==> src/rtl/mic_level_encoder_pkg.sv <==
// Shared constants and types for the microphone level path and the display
// helpers that consume its thermometer code.
package mic_level_encoder_pkg;

    localparam int LEVELS         = 16;
    localparam int LEVEL_W        = 5;
    localparam int THERM_W        = 16;
    localparam int SAMPLE_W_DEF   = 12;
    localparam int MID_DEF        = 2048;
    localparam int FLOOR_DEF      = 64;
    localparam int STEP_SHIFT_DEF = 7;

    typedef logic [LEVEL_W-1:0] level_t;
    typedef logic [THERM_W-1:0] therm_t;

endpackage

==> src/rtl/mic_level_encoder_level_thermo.sv <==
// Combinational level -> thermometer converter: level n gives n ones, LSB-aligned.
// Any level at or above THERM_W saturates to all ones.
module level_thermo
    import mic_level_encoder_pkg::*;
(
    input  level_t level,
    output therm_t therm
);

    always_comb begin
        therm = '0;
        for (int i = 0; i < THERM_W; i++) begin
            therm[i] = (level > level_t'(i));
        end
    end

endmodule

==> src/rtl/mic_level_encoder.sv <==
// Microphone sample stream -> peak-hold volume level and thermometer code,
// one result per window of WINDOW valid samples, three-stage pipeline.
module mic_level_encoder
    import mic_level_encoder_pkg::*;
#(
    parameter int SAMPLE_W   = SAMPLE_W_DEF,
    parameter int WINDOW     = 4000,
    parameter int MID        = MID_DEF,
    parameter int FLOOR      = FLOOR_DEF,
    parameter int STEP_SHIFT = STEP_SHIFT_DEF,
    parameter int DECAY_STEP = 1
)(
    input  logic                clock,
    input  logic                reset,
    input  logic                sample_valid,
    input  logic [SAMPLE_W-1:0] sample,
    input  logic                hold,
    output level_t              level,
    output therm_t              tester,
    output logic                level_valid
);

    localparam int DEV_W = SAMPLE_W - 1;
    localparam int CNT_W = (WINDOW > 1) ? $clog2(WINDOW) : 1;
    localparam logic [DEV_W-1:0] DEV_MAX = '1;
    localparam logic [CNT_W-1:0] CNT_LAST = CNT_W'(WINDOW - 1);

    // |diff| with saturation; only the single most negative deviation exceeds DEV_MAX
    function automatic logic [DEV_W-1:0] sat_dev(input logic signed [SAMPLE_W:0] diff);
        logic [SAMPLE_W:0] mag;
        mag = (diff < 0) ? -diff : diff;
        if (mag > SAMPLE_W'(DEV_MAX))
            return DEV_MAX;
        return mag[DEV_W-1:0];
    endfunction

    function automatic level_t quantise(input logic [DEV_W-1:0] d);
        logic [DEV_W-1:0] over;
        logic [DEV_W-1:0] steps;
        if (d <= DEV_W'(FLOOR))
            return '0;
        over  = d - DEV_W'(FLOOR);
        steps = over >> STEP_SHIFT;
        if (steps >= DEV_W'(LEVELS))
            return level_t'(LEVELS);
        return level_t'(steps + DEV_W'(1));
    endfunction

    // Rises instantly, falls by at most DECAY_STEP, never below the new raw level
    function automatic level_t decay(input level_t raw, input level_t cur);
        level_t dstep;
        level_t fl;
        if (raw >= cur)
            return raw;
        dstep = level_t'(DECAY_STEP);
        fl    = (cur > dstep) ? (cur - dstep) : '0;
        return (raw > fl) ? raw : fl;
    endfunction

    logic signed [SAMPLE_W:0] diff;
    logic [DEV_W-1:0]         dev;
    logic [DEV_W-1:0]         peak_next;

    logic [DEV_W-1:0] peak_p0;
    logic [CNT_W-1:0] cnt_p0;
    logic [DEV_W-1:0] snap_p0;
    logic             vld_p0;

    level_t           raw_p1;
    logic             vld_p1;

    level_t           level_p2;
    therm_t           tester_p2;
    logic             vld_p2;

    level_t           level_next;
    therm_t           therm_next;

    assign diff      = $signed({1'b0, sample}) - $signed((SAMPLE_W+1)'(MID));
    assign dev       = sat_dev(diff);
    assign peak_next = (dev > peak_p0) ? dev : peak_p0;

    // ACC: the closing sample is folded into the snapshot, so no sample falls between windows
    always_ff @(posedge clock or posedge reset) begin
        if (reset) begin
            peak_p0 <= '0;
            cnt_p0  <= '0;
            snap_p0 <= '0;
            vld_p0  <= 1'b0;
        end else begin
            vld_p0 <= 1'b0;
            if (sample_valid) begin
                if (cnt_p0 == CNT_LAST) begin
                    snap_p0 <= peak_next;
                    vld_p0  <= 1'b1;
                    peak_p0 <= '0;
                    cnt_p0  <= '0;
                end else begin
                    peak_p0 <= peak_next;
                    cnt_p0  <= cnt_p0 + 1'b1;
                end
            end
        end
    end

    // QUANT
    always_ff @(posedge clock or posedge reset) begin
        if (reset) begin
            raw_p1 <= '0;
            vld_p1 <= 1'b0;
        end else begin
            vld_p1 <= vld_p0;
            if (vld_p0)
                raw_p1 <= quantise(snap_p0);
        end
    end

    assign level_next = decay(raw_p1, level_p2);

    level_thermo u_thermo (
        .level (level_next),
        .therm (therm_next)
    );

    // UPDATE: hold drops the whole result, including the pulse
    always_ff @(posedge clock or posedge reset) begin
        if (reset) begin
            level_p2  <= '0;
            tester_p2 <= '0;
            vld_p2    <= 1'b0;
        end else begin
            vld_p2 <= 1'b0;
            if (vld_p1 && !hold) begin
                level_p2  <= level_next;
                tester_p2 <= therm_next;
                vld_p2    <= 1'b1;
            end
        end
    end

    assign level       = level_p2;
    assign tester      = tester_p2;
    assign level_valid = vld_p2;

endmodule

==> config.mk <==
export PLATFORM = sky130hd
export DESIGN_NAME = mic_level_encoder
export DESIGN_NICKNAME = d
export VERILOG_FILES = /design/src/rtl/mic_level_encoder_pkg.sv /design/src/rtl/mic_level_encoder_level_thermo.sv /design/src/rtl/mic_level_encoder.sv
export SDC_FILE = /design/constraint.sdc
export NUM_CORES = 1
export LEC_CHECK = 0
export ABC_AREA = 1
export BUFFER_PORTS_ARGS = -buffer_cell sky130_fd_sc_hd__buf_2
export CAP_MARGIN = 20
export CORE_MARGIN = 1.5
export CORE_UTILIZATION = 54
export CTS_CLUSTER_DIAMETER = 60
export DETAILED_ROUTE_END_ITERATION = 8
export PLACE_DENSITY = 0.76
export SLEW_MARGIN = 20
export SYNTH_ARGS = -nofsm -noshare
export SYNTH_HDL_FRONTEND = slang
export SYNTH_SLANG_ARGS = --single-unit
==> constraint.sdc <==
create_clock -name clock -period 2.4 [get_ports clock]
set_input_delay 0.36 -clock clock [delete_from_list [all_inputs] [get_ports clock]]
set_output_delay 0.36 -clock clock [all_outputs]
set_load 0.01 [all_outputs]
==> Implementation_results.wiki <==
{| class="wikitable"
! Metric !! Value
|-
| Status || complete, but fails checks
|-
| Violations in the final reports || negative setup slack
|-
| Ports placed on the boundary || 38
|-
| Post-layout power || 4.45 mW
|-
| Starting DRT DRC Count || 167
|-
| Count of buffers inserted at the top-level ports || 37
|-
| Clk pin slew, worst setup/hold paths || 80 ps
|-
| First-pass GRT wire length || 17200 µm
|-
| Multiplexer share of the synthesized area || 0.246%
|-
| Static leakage || 3.00 nW
|-
| Clock skew || 8.22 ps
|-
| Die span in x || 89.8 µm
|-
| Part of the cycle the worst path needs || 108%
|-
| DRC violation count after routing || 0
|-
| Average footprint of a synthesized cell || 7.31 µm²
|-
| Number of antenna violations at the first check in global routing || 0
|-
| Final Routed Wirelength || 11600 µm
|-
| Vias after detailed routing || 4142
|-
| Highest ir drop seen on vdd || 0.614 mV
|-
| Utilization after layout || 80.0%
|-
| Simple-gate area share of the yosys netlist || 32.6%
|-
| # clock sinks || 63
|-
| HPWL reported at the end of detailed placement || 7340 µm
|-
| Starting utilization of the core area || 55.9%
|-
| Synth Area in Compound Gates || 8.79%
|-
| Worst setup SP type || flip-flop
|-
| Slew Viols, Final || 0
|-
| Actual slew at the worst max-slew pin || 556 ps
|-
| Number of nets produced by synthesis || 601
|-
| Number of instances in the synthesized netlist || 557
|-
| Count of final setup violators || 33
|-
| Capturing element type of the critical path || flip-flop
|-
| Clock latency on the worst-skew pair || 330 ps
|-
| Prevailing post-synth register cell || sky130_fd_sc_hd__dfrtp_1
|-
| Post-route worst setup slack || -182 ps
|-
| Class of the most critical hold timing path || in2async
|-
| Post-layout min period || 2580 ps
|-
| Most numerous cell in the Yosys netlist || sky130_fd_sc_hd__nand2_1
|-
| Crit path arrival time || 2810 ps
|-
| Number of placement rows || 31
|-
| Root buffer cell || sky130_fd_sc_hd__clkbuf_8
|-
| GR Util All Layers || 26.0%
|-
| Routed length per instance || 15.2 µm
|-
| Ratio of cells with drive above 1 in the final layout || 40.5%
|-
| Cell area after synthesis || 4070 µm²
|-
| Cell types occupying the most area after synthesis || sky130_fd_sc_hd__dfrtp_1 (39%), sky130_fd_sc_hd__nand2_1 (15%), sky130_fd_sc_hd__ha_1 (8.6%)
|-
| Number of enable-type register cells in the synthesized netlist || 0
|-
| Htree depth || 3
|-
| Combinational family with the most area after synthesis || simple AND/OR/NAND/NOR gates
|-
| First-pass iteration count of the detailed router || 4
|-
| Reported max-cap violation count || 0
|-
| Total Die Area || 8070 µm²
|-
| Vertical die dimension || 89.8 µm
|-
| Number of CTS-inserted buffers || 9
|-
| Power per cell area || 763 nW/µm²
|-
| Share of synthesized cell area in full adder, half adder and majority cells || 8.60%
|-
| Yosys top cell area share || 38.7%
|-
| Final layout net count || 706
|-
| Area of the placeable core || 7290 µm²
|-
| Number of cells traversed by the worst register-to-register path || 18
|-
| Post-synthesis cell type with the largest combined area || sky130_fd_sc_hd__dfrtp_1
|-
| Critical path class || reg2reg
|-
| Vias in the first global route || 3974
|-
| Diode insertion count for antenna repair || 0
|-
| YS warnings || 0
|-
| Pin count of the biggest net entering global routing || 28
|-
| Total area of multi-input combinational cells || 2830 µm²
|-
| Sequential area share after synthesis || 38.7%
|-
| Setup repair after global routing missed its margin || true
|-
| Final hold violations || 0
|-
| Relative max-transition margin || 62.9%
|-
| Distinct cell type count after synthesis || 39
|-
| Largest buffer count on any clock path || 2
|-
| Data required time at the worst endpoint || 2620 ps
|-
| Number of vias per cell after detailed routing || 5.41
|-
| Fill cell instance count of the final layout || 447
|-
| FFs w/ async S/R, synth || 100%
|-
| Highest attainable clock frequency || 0.387 GHz
|-
| FF+latch area || 1580 µm²
|-
| GRT Residual Overflow || 0
|-
| Layout area overhead || 43.3%
|-
| Critical-path maximum fanout || 8
|-
| Count of antenna-violating nets left after detailed routing || 0
|-
| Flip-flop and latch count after synthesis || 63
|-
| Post-Synth XOR/XNOR Area || 2.58%
|-
| Last weighted congestion value of the routability-driven placer || 0.877
|-
| Ranking of synthesized cells by instance count || sky130_fd_sc_hd__nand2_1 (160), sky130_fd_sc_hd__inv_1 (75), sky130_fd_sc_hd__dfrtp_1 (63)
|-
| Clock tree from TritonCTS || done
|}
[metrics by stage]
stage	setup WS [ps]	instance area (µm²)	TNS [ps]	cells	hold slack, ps
6_report	-182	5840	-2560	766	71.3
5_1_grt	-280	5840	-7100	766	127
4_1_cts	-56.7	5330	-207	757	77.0
3_5_place_dp	-532	4760	-12490	733	438
3_3_place_gp	-367	4760	-7720	733	436
2_1_floorplan	-36.3	4140	-171	557	447
[cells by family (layout without fill, tap and decap cells)]
kind of cell,Yosys count,in the layout
flip-flops,63,63
AO/OA/AOI/OAI,63,63
adder cells (fa/ha/maj),28,28
buffers and inverters,89,199
XOR/XNOR,12,12
AND/OR/NAND/NOR,301,301
multiplexers,1,1
[routing by layer]
layer	vias to the layer above	GRT usage [%]	wire, µm
met5	-	0	0
met1	1944	28.7	4450
met4	0	10.6	522
li1	2003	-	-
met3	48	3.64	423
met2	147	49.7	6210
[report_power, final]
group	internal (mW)	leakage, nW	switching [mW]
sequential	1.24	0.808	0.150
clock	0.598	0.111	0.459
combinational	0.816	2.08	1.19
total	2.65	3.00	1.80
[worst paths after layout]
path	start	slack, ps	to
worst min-delay path	reset	70	cnt_p0[9]$_DFFE_PP0P_
min in group clock	sample_valid	360	peak_p0[10]$_DFFE_PP0P_
max in group asynchronous	reset	1640	snap_p0[2]$_DFFE_PP0P_
worst min register to register	tester[4]$_DFFE_PP0P_	480	tester[4]$_DFFE_PP0P_
worst max-delay path	level[0]$_DFFE_PP0P_	-180	tester[12]$_DFFE_PP0P_
worst max register to register	level[0]$_DFFE_PP0P_	-180	tester[12]$_DFFE_PP0P_
[area by class of cell]
cell class / instances / area share (%)
Clock buffer: 9 / 2.12
Clock inverter: 7 / 1.76
Inverter: 82 / 5.85
Multi-Input combinational cell: 405 / 48.6
Sequential cell: 63 / 27.1
Tap cell: 99 / 2.12
Timing Repair Buffer: 101 / 12.5
[worst max-delay path, stage by stage (launching register included)]
cell                      delay, ps
sky130_fd_sc_hd__dfrtp_2        440
sky130_fd_sc_hd__inv_2           70
sky130_fd_sc_hd__ha_4           180
sky130_fd_sc_hd__xnor2_2        130
sky130_fd_sc_hd__nor2_2         160
sky130_fd_sc_hd__inv_2           70
sky130_fd_sc_hd__ha_4           270
sky130_fd_sc_hd__nand2_2         50
sky130_fd_sc_hd__nor2_2          90
sky130_fd_sc_hd__nand2_1         70
sky130_fd_sc_hd__nand3_2        110
sky130_fd_sc_hd__nand2_4        110
sky130_fd_sc_hd__nand2_8        120
sky130_fd_sc_hd__buf_4          140
sky130_fd_sc_hd__o21ai_4         50
sky130_fd_sc_hd__nor2_2         170
sky130_fd_sc_hd__nand3_1        110
sky130_fd_sc_hd__nand2_1         70
sky130_fd_sc_hd__nand2_1         50
[placed cells by master, fill, tap and decap left out, types with 12 or more instances in the layout]
| master | netlist | routed |
|---|---|---|
| sky130_fd_sc_hd__nor2_2 | 3 | 14 |
| sky130_fd_sc_hd__ha_1 | 28 | 17 |
| sky130_fd_sc_hd__inv_1 | 75 | 62 |
| sky130_fd_sc_hd__nand2_4 | 1 | 22 |
| sky130_fd_sc_hd__inv_2 | 5 | 13 |
| sky130_fd_sc_hd__nor2_1 | 51 | 34 |
| sky130_fd_sc_hd__nand2_1 | 160 | 114 |
| sky130_fd_sc_hd__nand3_1 | 49 | 28 |
| sky130_fd_sc_hd__nand2_2 | 10 | 33 |
| sky130_fd_sc_hd__buf_2 | 3 | 34 |
| sky130_fd_sc_hd__dfrtp_1 | 63 | 61 |
| sky130_fd_sc_hd__nand3_2 | 1 | 19 |
| sky130_fd_sc_hd__buf_4 | 0 | 55 |
| sky130_fd_sc_hd__o21ai_1 | 11 | 12 |
[state kept, by name, indices dropped and copies added, names as in the netlist]
| signal | cells |
|---|---|
| vld_p0 | 1 |
| level | 5 |
| cnt_p0 | 12 |
| snap_p0 | 11 |
| tester | 16 |
| level_valid | 1 |
| peak_p0 | 11 |
| raw_p1 | 5 |
| vld_p1 | 1 |
[what timing repair did]
action,in CTS,in global routing
hold buffers,0,0
gates cloned,0,1
buffers inserted,8,8
gates resized for setup,71,109
endpoints found under the setup margin,41,43
pin swaps,25,50
Note: power is estimated with default switching activity, not from simulation.
